==> config.mk <==
export PLATFORM = sky130hd
export DESIGN_NAME = tlb_refill_ctrl
export DESIGN_NICKNAME = d
export VERILOG_FILES = /design/src/rtl/tlb_refill_ctrl.sv
export SDC_FILE = /design/constraint.sdc
export NUM_CORES = 1
export LEC_CHECK = 0
export BUFFER_PORTS_ARGS = -buffer_cell sky130_fd_sc_hd__buf_2
export CORE_ASPECT_RATIO = 1.5
export CORE_MARGIN = 4
export CORE_UTILIZATION = 44
export CTS_CLUSTER_SIZE = 30
export DETAILED_ROUTE_END_ITERATION = 6
export PLACE_DENSITY = 0.78
export SKIP_CTS_REPAIR_TIMING = 1
export SLEW_MARGIN = 20
export SYNTH_ARGS = -nofsm -noshare
export SYNTH_HDL_FRONTEND = slang
export SYNTH_SLANG_ARGS = --single-unit
export TNS_END_PERCENT = 100
==> constraint.sdc <==
create_clock -name clock -period 2.3 [get_ports clock]
set_input_delay 0.345 -clock clock [delete_from_list [all_inputs] [get_ports clock]]
set_output_delay 0.345 -clock clock [all_outputs]
set_load 0.01 [all_outputs]
==> src/rtl/tlb_refill_ctrl.sv <==
`default_nettype none
// ============================================================================
//  Module   : tlb_refill_ctrl
//  Purpose  : Hardware TLB refill controller for the memory stage. On a TLB
//             miss it holds the pipeline, fetches the page-table entry (PTE)
//             for the missing virtual page and writes the translation into
//             the TLB. An invalid PTE is reported as a page fault. When the
//             optional timeout is built, an unanswered PTE read is also
//             reported as a page fault.
//
//  Build option:
//    TLB_REFILL_TIMEOUT_EN  - when defined, a wait counter aborts a PTE
//                             read after TIMEOUT_CYCLES cycles without
//                             mem_ack_i (fault code 1). When undefined,
//                             the read waits forever and fault_code_o is 0.
//
//  Parameters:
//    OFFSET          page-offset bit count (must be > 2)
//    TIMEOUT_CYCLES  PTE read wait limit (timeout build only)
//
//  Ports:
//    clock, reset_n        clock, synchronous active-low reset
//    miss_i, miss_vaddr_i  TLB miss strobe and faulting virtual address
//    ptbr_i                page-table base (byte address)
//    stall_o               pipeline hold, asserted in the miss cycle itself
//    mem_req_o/mem_addr_o  PTE read request and byte address
//    mem_ack_i/mem_rdata_i PTE read completion and data (bit 0 = valid)
//    w_virtual_page_o      TLB write VPN
//    w_phys_page_o         TLB write PPN
//    write_enable_o        TLB write strobe (one cycle)
//    refill_done_o         one-cycle refill-complete pulse
//    fault_o, fault_code_o one-cycle page fault pulse, 0=invalid 1=timeout
//    fault_vaddr_o         address of the most recently captured miss
//
//  Revision : 1.0 - initial release
// ============================================================================
module tlb_refill_ctrl #(
  parameter int OFFSET         = 12,
  parameter int TIMEOUT_CYCLES = 64
) (
  input  logic                clock,
  input  logic                reset_n,
  input  logic                miss_i,
  input  logic [31:0]         miss_vaddr_i,
  input  logic [31:0]         ptbr_i,
  output logic                stall_o,
  output logic                mem_req_o,
  output logic [31:0]         mem_addr_o,
  input  logic                mem_ack_i,
  input  logic [31:0]         mem_rdata_i,
  output logic [31-OFFSET:0]  w_virtual_page_o,
  output logic [31-OFFSET:0]  w_phys_page_o,
  output logic                write_enable_o,
  output logic                refill_done_o,
  output logic                fault_o,
  output logic                fault_code_o,
  output logic [31:0]         fault_vaddr_o
);

  localparam int VPN_W = 32 - OFFSET;

  typedef enum logic [2:0] {
    S_IDLE  = 3'd0,
    S_REQ   = 3'd1,
    S_WRITE = 3'd2,
    S_DONE  = 3'd3,
    S_FAULT = 3'd4
  } state_t;

  state_t             r_state;
  state_t             w_state_next;

  logic [VPN_W-1:0]   r_vpn;
  logic [VPN_W-1:0]   r_ppn;
  logic [31:0]        r_pte_addr;
  logic [31:0]        r_fault_vaddr;

  logic               w_capture;
  logic               w_take_pte;
  logic               w_timeout;
  logic               w_fault_code;

  logic [VPN_W-1:0]   w_miss_vpn;
  logic [31:0]        w_pte_offset;
  logic [31:0]        w_pte_addr;

  // PTE address: base plus VPN scaled to 4-byte entries. The 32-bit add
  // discards the carry, so addresses wrap around the top of memory.
  assign w_miss_vpn   = miss_vaddr_i[31:OFFSET];
  assign w_pte_offset = {{(OFFSET-2){1'b0}}, w_miss_vpn, 2'b00};
  assign w_pte_addr   = ptbr_i + w_pte_offset;

  // PTE flag bits other than valid are not used by this block.
  logic w_unused_pte_bits;
  assign w_unused_pte_bits = ^mem_rdata_i[OFFSET-1:1];

  // --------------------------------------------------------------------------
  // Optional wait counter. It is cleared when a miss is captured (entry to
  // REQ) and counts REQ cycles without ack. The timeout fires on the cycle
  // that would bring it to TIMEOUT_CYCLES; an ack in that same cycle takes
  // priority in the next-state logic.
  // --------------------------------------------------------------------------
`ifdef TLB_REFILL_TIMEOUT_EN
  localparam int CNT_W = ($clog2(TIMEOUT_CYCLES + 1) > 8) ?
                         $clog2(TIMEOUT_CYCLES + 1) : 8;

  logic [CNT_W-1:0] r_wait_cnt;
  logic             r_fault_code;

  assign w_timeout    = (r_wait_cnt == CNT_W'(TIMEOUT_CYCLES - 1));
  assign w_fault_code = r_fault_code;

  always_ff @(posedge clock) begin
    if (!reset_n) begin
      r_wait_cnt   <= '0;
      r_fault_code <= 1'b0;
    end else begin
      if (w_capture) begin
        r_wait_cnt <= '0;
      end else if ((r_state == S_REQ) && !mem_ack_i) begin
        r_wait_cnt <= r_wait_cnt + 1'b1;
      end
      // Leaving REQ for FAULT without an ack can only be the timeout path.
      if ((r_state == S_REQ) && (w_state_next == S_FAULT)) begin
        r_fault_code <= ~mem_ack_i;
      end
    end
  end
`else
  localparam int UNUSED_TIMEOUT_CYCLES = TIMEOUT_CYCLES;

  assign w_timeout    = 1'b0;
  assign w_fault_code = 1'b0;
`endif

  // --------------------------------------------------------------------------
  // State register
  // --------------------------------------------------------------------------
  always_ff @(posedge clock) begin
    if (!reset_n) begin
      r_state <= S_IDLE;
    end else begin
      r_state <= w_state_next;
    end
  end

  // --------------------------------------------------------------------------
  // Refill context: VPN, PTE address and faulting address are latched with
  // the miss; the PPN is latched with the ack.
  // --------------------------------------------------------------------------
  always_ff @(posedge clock) begin
    if (!reset_n) begin
      r_vpn         <= '0;
      r_ppn         <= '0;
      r_pte_addr    <= '0;
      r_fault_vaddr <= '0;
    end else begin
      if (w_capture) begin
        r_vpn         <= w_miss_vpn;
        r_pte_addr    <= w_pte_addr;
        r_fault_vaddr <= miss_vaddr_i;
      end
      if (w_take_pte) begin
        r_ppn <= mem_rdata_i[31:OFFSET];
      end
    end
  end

  // --------------------------------------------------------------------------
  // Next-state and output decode. All outputs except stall_o are pure
  // functions of registered state, so they are glitch-free and zero in any
  // state that does not own them.
  // --------------------------------------------------------------------------
  always_comb begin
    w_state_next     = r_state;
    w_capture        = 1'b0;
    w_take_pte       = 1'b0;
    mem_req_o        = 1'b0;
    mem_addr_o       = '0;
    write_enable_o   = 1'b0;
    w_virtual_page_o = '0;
    w_phys_page_o    = '0;
    refill_done_o    = 1'b0;
    fault_o          = 1'b0;
    fault_code_o     = 1'b0;

    case (r_state)
      S_IDLE: begin
        if (miss_i) begin
          w_capture    = 1'b1;
          w_state_next = S_REQ;
        end
      end

      S_REQ: begin
        mem_req_o  = 1'b1;
        mem_addr_o = r_pte_addr;
        if (mem_ack_i) begin
          w_take_pte   = 1'b1;
          w_state_next = mem_rdata_i[0] ? S_WRITE : S_FAULT;
        end else if (w_timeout) begin
          w_state_next = S_FAULT;
        end
      end

      S_WRITE: begin
        write_enable_o   = 1'b1;
        w_virtual_page_o = r_vpn;
        w_phys_page_o    = r_ppn;
        w_state_next     = S_DONE;
      end

      // miss_i is not looked at here: the TLB needs this cycle to re-look-up
      // with the new entry before a fresh miss is accepted.
      S_DONE: begin
        refill_done_o = 1'b1;
        w_state_next  = S_IDLE;
      end

      S_FAULT: begin
        fault_o      = 1'b1;
        fault_code_o = w_fault_code;
        w_state_next = S_IDLE;
      end

      default: begin
        w_state_next = S_IDLE;
      end
    endcase
  end

  // Combinational hold so the pipeline freezes in the cycle the miss appears.
  assign stall_o       = (r_state != S_IDLE) | miss_i;
  assign fault_vaddr_o = r_fault_vaddr;

endmodule
`default_nettype wire

# Word-level counts from Yosys, hierarchy flattened
# Cells that the tools add are included.
[op_classes]
addsub = 1
eq_ne = 6
muxes = 15
bitwise_logic = 1
n_reduce_logical = 3
[ops]
columns = ["op", "n"]
rows = [
  ["2-to-1 mux 20 bit", 2],
  ["adder 32 x 22 -> 32 bit", 1],
  ["2-to-1 mux 32 bit", 1],
  ["2-to-1 mux 3 bit", 3],
  ["one-hot mux 3 bit (3 select lines)", 1],
  ["2-to-1 mux 1 bit", 8],
  ["equality test 3 x 2 -> 1 bit, second input constant", 2],
  ["!= test 2 bit, second input constant", 2],
  ["equality test 3 x 1 -> 1 bit, second input constant", 1],
  ["equality test 3 bit, second input constant", 1],
  ["zero test 3 bit", 1],
  ["nonzero test 3 bit", 1],
  ["AND reduction 2 bit", 1],
  ["OR 1 bit", 1],
]
[word_totals]
regBits = 107
in_bits = 100
output_inout_bits = 110

# Logic depth before layout (Yosys ltp)
# Gate-level depths: netlist (run 1).
[depth]
ltp_word = 3
ltp_mapped = 10
depth_no_buf = 10

# Worst setup path after synthesis (run 1)
# No wires, ideal clock.
[synth_path]
path_kind = "input port to flip-flop"
from = "input miss_vaddr_i[12]"
to = "register r_pte_addr[18]"
setup_ns = 0.062
t_arrival_ns = 2.343
slack_ns = -0.105
cell_stages = 10
cell_sequence = "ha_1 > inv_1 > fa_1 > nand2b_1 > a21oi_1 > o2111ai_1 > nand2_2 > a21boi_0 > or4b_2 > nand3_1"
[synth_between]
elab_chain_cells = 1
[synth_lines]
columns = ["element", "line", "source"]
rows = [
  ["start: declaration", "44", "input logic [31:0] miss_vaddr_i,"],
  ["adder 32 x 22 -> 32 bit", "91", "assign w_pte_addr = ptbr_i + w_pte_offset;"],
  ["end signal: assignment", "160", "r_pte_addr <= w_pte_addr;"],
  ["end: declaration", "75", "logic [31:0] r_pte_addr;"],
]
# Every way passes these cells.
# A chain may end at the register's enable or synchronous reset.

# Final worst setup path (run 1)
# Same ends and word-level chain as after synthesis.

==> flow_summary.json, run 1 <==
{
  "p_seq_share_pct": 38.5,
  "crit_path_max_fanout": 4,
  "vias_per_cell": 5.11,
  "rsz0062_at_grt": "false",
  "ys_seq_area_share_pct": 35.8,
  "pre_cts_ws_ns": -0.252,
  "syn_area_sq_mm": 0.00486,
  "hold_viol_final": 0,
  "cts_made_buffers": 9,
  "ys_async_sr_fraction_pct": 0,
  "post-route-min-period_ns": 2.18,
  "holdCritPathClass": "in -> reg",
  "max_freq_ghz": 0.458,
  "htree_levels": 3,
  "antennaDiodeCount": 0,
  "portBuffers": 197,
  "drv_cap": 0,
  "crit_required_ns": 2.57,
  "synth_compound_area_share_pct": 21.4,
  "final_max_slew_viol_count": 0,
  "synth.distinct_cells": 47,
  "fin_skew_ns": 0.0138,
  "die_area_sq_mm": 0.0128,
  "place.gp.congestion": 0.906,
  "leakage_nw": 3.26,
  "status": "finished, final reports clean",
  "synth_edf_count": 0,
  "antenna_found_initial": 0,
  "setup_viol": 0,
  "clk_path_buf_depth": 2,
  "wl_per_cell_um": 14.9,
  "intPower_mw": 3.20,
  "core_region_area_sq_mm": 0.0107,
  "nFillCells": 1038,
  "grt_pass1_vias": 4691,
  "area.growth.synth_to_final_pct": 35.3,
  "p_comb_share_pct": 20.9,
  "antenna_left": 0,
  "fin_ws_ns": 0.119,
  "final_util_pct": 61.5,
  "syn_nets": 747,
  "std_cell_rows": 46,
  "tritoncts": "built",
  "total_power_mw": 4.37,
  "swShare_pct": 26.8,
  "track_usage_pct": 22.2,
  "synth_xor_area_share_pct": 3.24,
  "grt_overflow": 0,
  "ys_seq_elements": 87,
  "drive_gt1_share_pct": 31.7,
  "synthFlopType": "dfxtp_1",
  "power_density_mw_per_mm2": 664,
  "path_clk_slew_ns": 0.07,
  "dp_hpwl_um": 11100,
  "timing.hold.ws_ns": 0.257,
  "grt_pass1_wl_um": 22500,
  "synthAdderAreaFrac_pct": 5.56,
  "synthMuxAreaShare_pct": 0,
  "cp-end-kind": "flop",
  "yosys.area_share.simple_pct": 30.3,
  "io_pins": 210,
  "postSynthCellCount": 626,
  "start_util_pct": 45.4,
  "p_clk_share_pct": 40.6,
  "clk-insertion-delay-late_ns": 0.33,
  "wl_um": 14600,
  "die_h_um": 137,
  "start_kind": "input pin",
  "synth_top_family_by_area": "simple AND/OR/NAND/NOR gates",
  "period_share_pct": 94.8,
  "ys_warn_count": 0,
  "max-vdd-ir-drop_uv": 395,
  "drc": 0,
  "finalNetCount": 950,
  "clock-sinks": 87,
  "cp.arrival_ns": 2.45,
  "via_count": 4996,
  "chipWidth_um": 93.9,
  "p_switching_mw": 1.17,
  "grt_max_degree": 49,
  "clock_tree.root_cell": "clkbuf_16",
  "avgSynthCellArea_sq_um": 7.77,
  "drtIter0Drc": 178,
  "critical_path_class": "in -> reg",
  "drt-pass1-iter-count": 4
}
power groups by stage:
stage,Combinational (mW),Clock [mW],Sequential [mW]
CTS,0.912,1.81,1.68
finish,0.913,1.77,1.68
floorplan,0.533,0,1.71
detailed placement,0.907,0,1.72
global placement,0.896,0,1.71
global route,1.02,1.88,1.70
Yosys cell counts (6+ instances only):
master	n	area share, %
xnor2_1	6	1.1
a31oi_1	7	0.90
dfxtp_1	87	36
ha_1	20	5.1
nand3_1	14	1.4
and3_1	42	5.4
and2_1	48	6.2
xor2_1	12	2.2
a21boi_0	59	9.1
o21ai_0	39	4.0
a21oi_1	29	3.0
nand2b_1	9	1.2
clkbuf_1	40	3.1
or3_1	6	0.77
nand2_1	144	11
nor2_1	15	1.2
critical path, cell delays in order:
cell and delay [ns]:
buf_2 0.09, ha_2 0.19, inv_1 0.06, fa_2 0.33, nand2b_4 0.16, a21oi_4 0.16, o2111ai_1 0.14, nand2_2 0.15
a21boi_1 0.10, or4b_2 0.63, nand3_1 0.09
cell type report:
cell class                 instances  area (sq um)  area share [%]
inverter                           5          18.8           0.285
clock inverter                     5           129            1.96
tap                              144           180            2.74
multi-input combinational        493          3000            45.6
clock buffer                      11           233            3.54
sequential                        87          1740            26.5
timing repair buffer             233          1280            19.5
final timing paths:
check                        startpoint                        endpoint  slack [ns]  depth (start not counted)
max                    miss_vaddr_i[12]     r_pte_addr[18]$_SDFFE_PN0P_        0.12                         11
min                    miss_vaddr_i[10]  fault_vaddr_o[10]$_SDFFE_PN0P_        0.26                          3
max reg2reg     r_state[0]$_SDFFE_PN0P_          r_ppn[16]$_SDFFE_PN0P_        0.50                          7
min reg2reg  r_pte_addr[0]$_SDFFE_PN0P_      r_pte_addr[0]$_SDFFE_PN0P_        0.46                          2
cell usage in the layout, fill, tap and decap left out, types with 2 or more instances in the layout:
cell	netlist	final
a21boi_0	59	58
a21o_1	4	4
a21oi_1	29	28
a31oi_1	7	7
a31oi_4	1	2
and2_1	48	48
and3_1	42	42
buf_12	0	2
buf_2	0	197
buf_4	1	34
bufinv_16	0	4
clkbuf_1	40	2
clkbuf_16	0	9
dfxtp_1	87	87
ha_1	20	19
inv_1	5	5
nand2_1	144	144
nand2b_1	9	8
nand3_1	14	14
nand4_1	5	5
nor2_1	15	13
nor2_2	0	2
nor2b_1	3	3
nor3_1	2	2
o211ai_1	3	3
o211ai_2	2	2
o21ai_0	39	39
or3_1	6	6
or4b_2	2	2
xnor2_1	6	6
xor2_1	12	12
per-layer routing:
metal	wire length (um)	vias up	track usage, %
met5	0	-	0
met4	374	0	10.4
met3	812	25	2.86
met2	7460	159	39.0
met1	5950	2255	26.6
li1	-	2557	-
registers in the layout, summed over array words and instances (netlist names):
signal,flops
r_vpn,19
fault_vaddr_o,13
r_state,3
r_pte_addr,32
r_ppn,20
cell families after synthesis:
logic type | count (synthesis)
and+or+nand+nor | 298
AOI/OAI and AO/OA | 155
DFF | 87
buffers and inverters | 46
adders and majority gates | 21
xor gates and xnor gates | 18
other | 1
through the flow:
stage | instances | setup TNS [ns] | area (sq um)
final | 978 | 0 | 6580
after global routing | 978 | 0 | 6580
after CTS | 978 | 0 | 6570
after detailed placement | 962 | -2.07 | 6200
after global placement | 962 | -1.53 | 6200
after floorplan | 626 | 0 | 4890
Power figures use the tool's default switching activity.
==> inputs of run 2 (changes only) <==
- CORE_UTILIZATION: 44 -> 45
- CTS_BUF_LIST: default -> sky130_fd_sc_hd__clkbuf_8
- PLACE_DENSITY: 0.78 -> 0.79
- SETUP_SLACK_MARGIN: default -> 0.3
==> run 2 against run 1 <==
Against the previous run:
- clock power shrank 38%
- sequential power is essentially flat
- cell area shrank 1.1%
- cell count shrank 0.61%
- clock-buffer cell count is the same
- core utilization is essentially flat
- critical path type unchanged
- critical endpoint is now r_pte_addr[30]$_SDFFE_PN0P_
==> flow_summary.json, run 2 (same netlist as run 1, synthesis figures left out) <==
{
  "status": "finished, final reports clean",
  "htree_levels": 3,
  "antenna_found_initial": 0,
  "largest_registers": "r_pte_addr x32, r_ppn x20, r_vpn x19",
  "power_density_mw_per_mm2": 571,
  "timing.hold.ws_ns": 0.223,
  "cts_made_buffers": 9,
  "tritoncts": "built",
  "finalSetupTns_ns": 0,
  "nFillCells": 1009,
  "clock-sinks": 87,
  "max_freq_ghz": 0.492,
  "die_h_um": 135,
  "clk-insertion-delay-late_ns": 0.35,
  "start_kind": "input pin",
  "start_util_pct": 45.9,
  "leakage_nw": 3.19,
  "total_power_mw": 3.71,
  "drv_cap": 0,
  "drive_gt1_share_pct": 32.4,
  "grt_max_degree": 77,
  "drtIter0Drc": 184,
  "wl_per_cell_um": 14.9,
  "portBuffers": 197,
  "holdCritPathClass": "in -> reg",
  "place_area_sq_mm": 0.00618,
  "crit_required_ns": 2.59,
  "met3_usage_pct": 2.95,
  "post-route-min-period_ns": 2.03,
  "antennaDiodeCount": 0,
  "cp.arrival_ns": 2.33,
  "vias_per_cell": 5.14,
  "hold_viol_final": 0,
  "std_cell_rows": 46,
  "core_region_area_sq_mm": 0.0106,
  "drt-pass1-iter-count": 4,
  "die_area_sq_mm": 0.0126,
  "layout_common_cells": "195 x buf_2, 144 x nand2_1, 85 x dfxtp_1",
  "setup_viol": 0,
  "finalNetCount": 944,
  "place.gp.congestion": 0.900,
  "critical_path_class": "in -> reg",
  "regArea_sq_mm": 0.00174,
  "chipWidth_um": 92.9,
  "period_share_pct": 88.4,
  "final_max_slew_viol_count": 0,
  "drc": 0,
  "dp_hpwl_um": 11000,
  "area.growth.synth_to_final_pct": 33.7,
  "path_clk_slew_ns": 0.09,
  "clk_path_buf_depth": 2,
  "grt_overflow": 0,
  "cp-end-kind": "flop",
  "globalRouteMet1Util_pct": 25.0,
  "antenna_left": 0,
  "grt_pass1_wl_um": 22100,
  "fin_skew_ns": 0.00687,
  "crit_path_max_fanout": 6,
  "grt_use_met2_pct": 39.6,
  "largest_register": "r_pte_addr",
  "busiest_layer": "met2",
  "stdcell_area_sq_mm": 0.00651,
  "multi_input_area_sq_mm": 0.00306,
  "via_count": 4997,
  "final_common_cell": "buf_2",
  "max-vdd-ir-drop_uv": 337,
  "io_pins": 210,
  "wl_um": 14500,
  "rsz0062_at_grt": "true",
  "fin_ws_ns": 0.266,
  "clock_tree.root_cell": "clkbuf_8",
  "grt_pass1_vias": 4682,
  "track_usage_pct": 22.0,
  "pre_cts_ws_ns": -0.198,
  "largest_register_ffs": 32
}
## run 2: power by group
part           internal, mW  switching, mW
clock network         0.559          0.536
logic                 0.415          0.519
registers              1.62         0.0665
total                  2.59           1.12
## run 2: final cells by class
| class | count | share of cell area, % |
|---|---|---|
| multi-input combinational | 493 | 47.0 |
| sequential | 87 | 26.8 |
| timing repair buffer | 227 | 19.9 |
| tap | 144 | 2.77 |
| clock buffer | 11 | 2.33 |
| clock inverter | 5 | 0.865 |
| inverter | 5 | 0.288 |
## run 2: critical path, cell delays in order
cell       delay, ns
buf_8           0.08
ha_4            0.14
inv_2           0.04
fa_2            0.35
nand2b_4        0.16
a21oi_4         0.15
o2111ai_2       0.12
nand2_2         0.15
a31oi_4         0.14
or4_1           0.48
a31oi_1         0.16
## run 2: worst paths after layout
kind / from / end / slack [ns] / cells after the start
worst max register to register: r_state[2]$_SDFFE_PN0P_ / r_pte_addr[22]$_SDFFE_PN0P_ / 0.48 / 5
worst min-delay path: mem_rdata_i[13] / r_ppn[1]$_SDFFE_PN0P_ / 0.22 / 3
worst max-delay path: miss_vaddr_i[12] / r_pte_addr[30]$_SDFFE_PN0P_ / 0.27 / 11
worst min register to register: r_ppn[12]$_SDFFE_PN0P_ / r_ppn[12]$_SDFFE_PN0P_ / 0.46 / 2
## run 2: metrics by stage
stage	util, %	std cells
2_1_floorplan	-	626
3_3_place_gp	58.4	953
3_5_place_dp	58.4	953
4_1_cts	60.3	969
5_1_grt	61.4	972
6_report	61.4	972
## run 2: per-layer routing
layer  up-vias  share of wire (%)
met2       168                 52
met1      2258                 39
met3        32                5.3
met5         -                  0
met4         0                3.3
li1       2539                  -
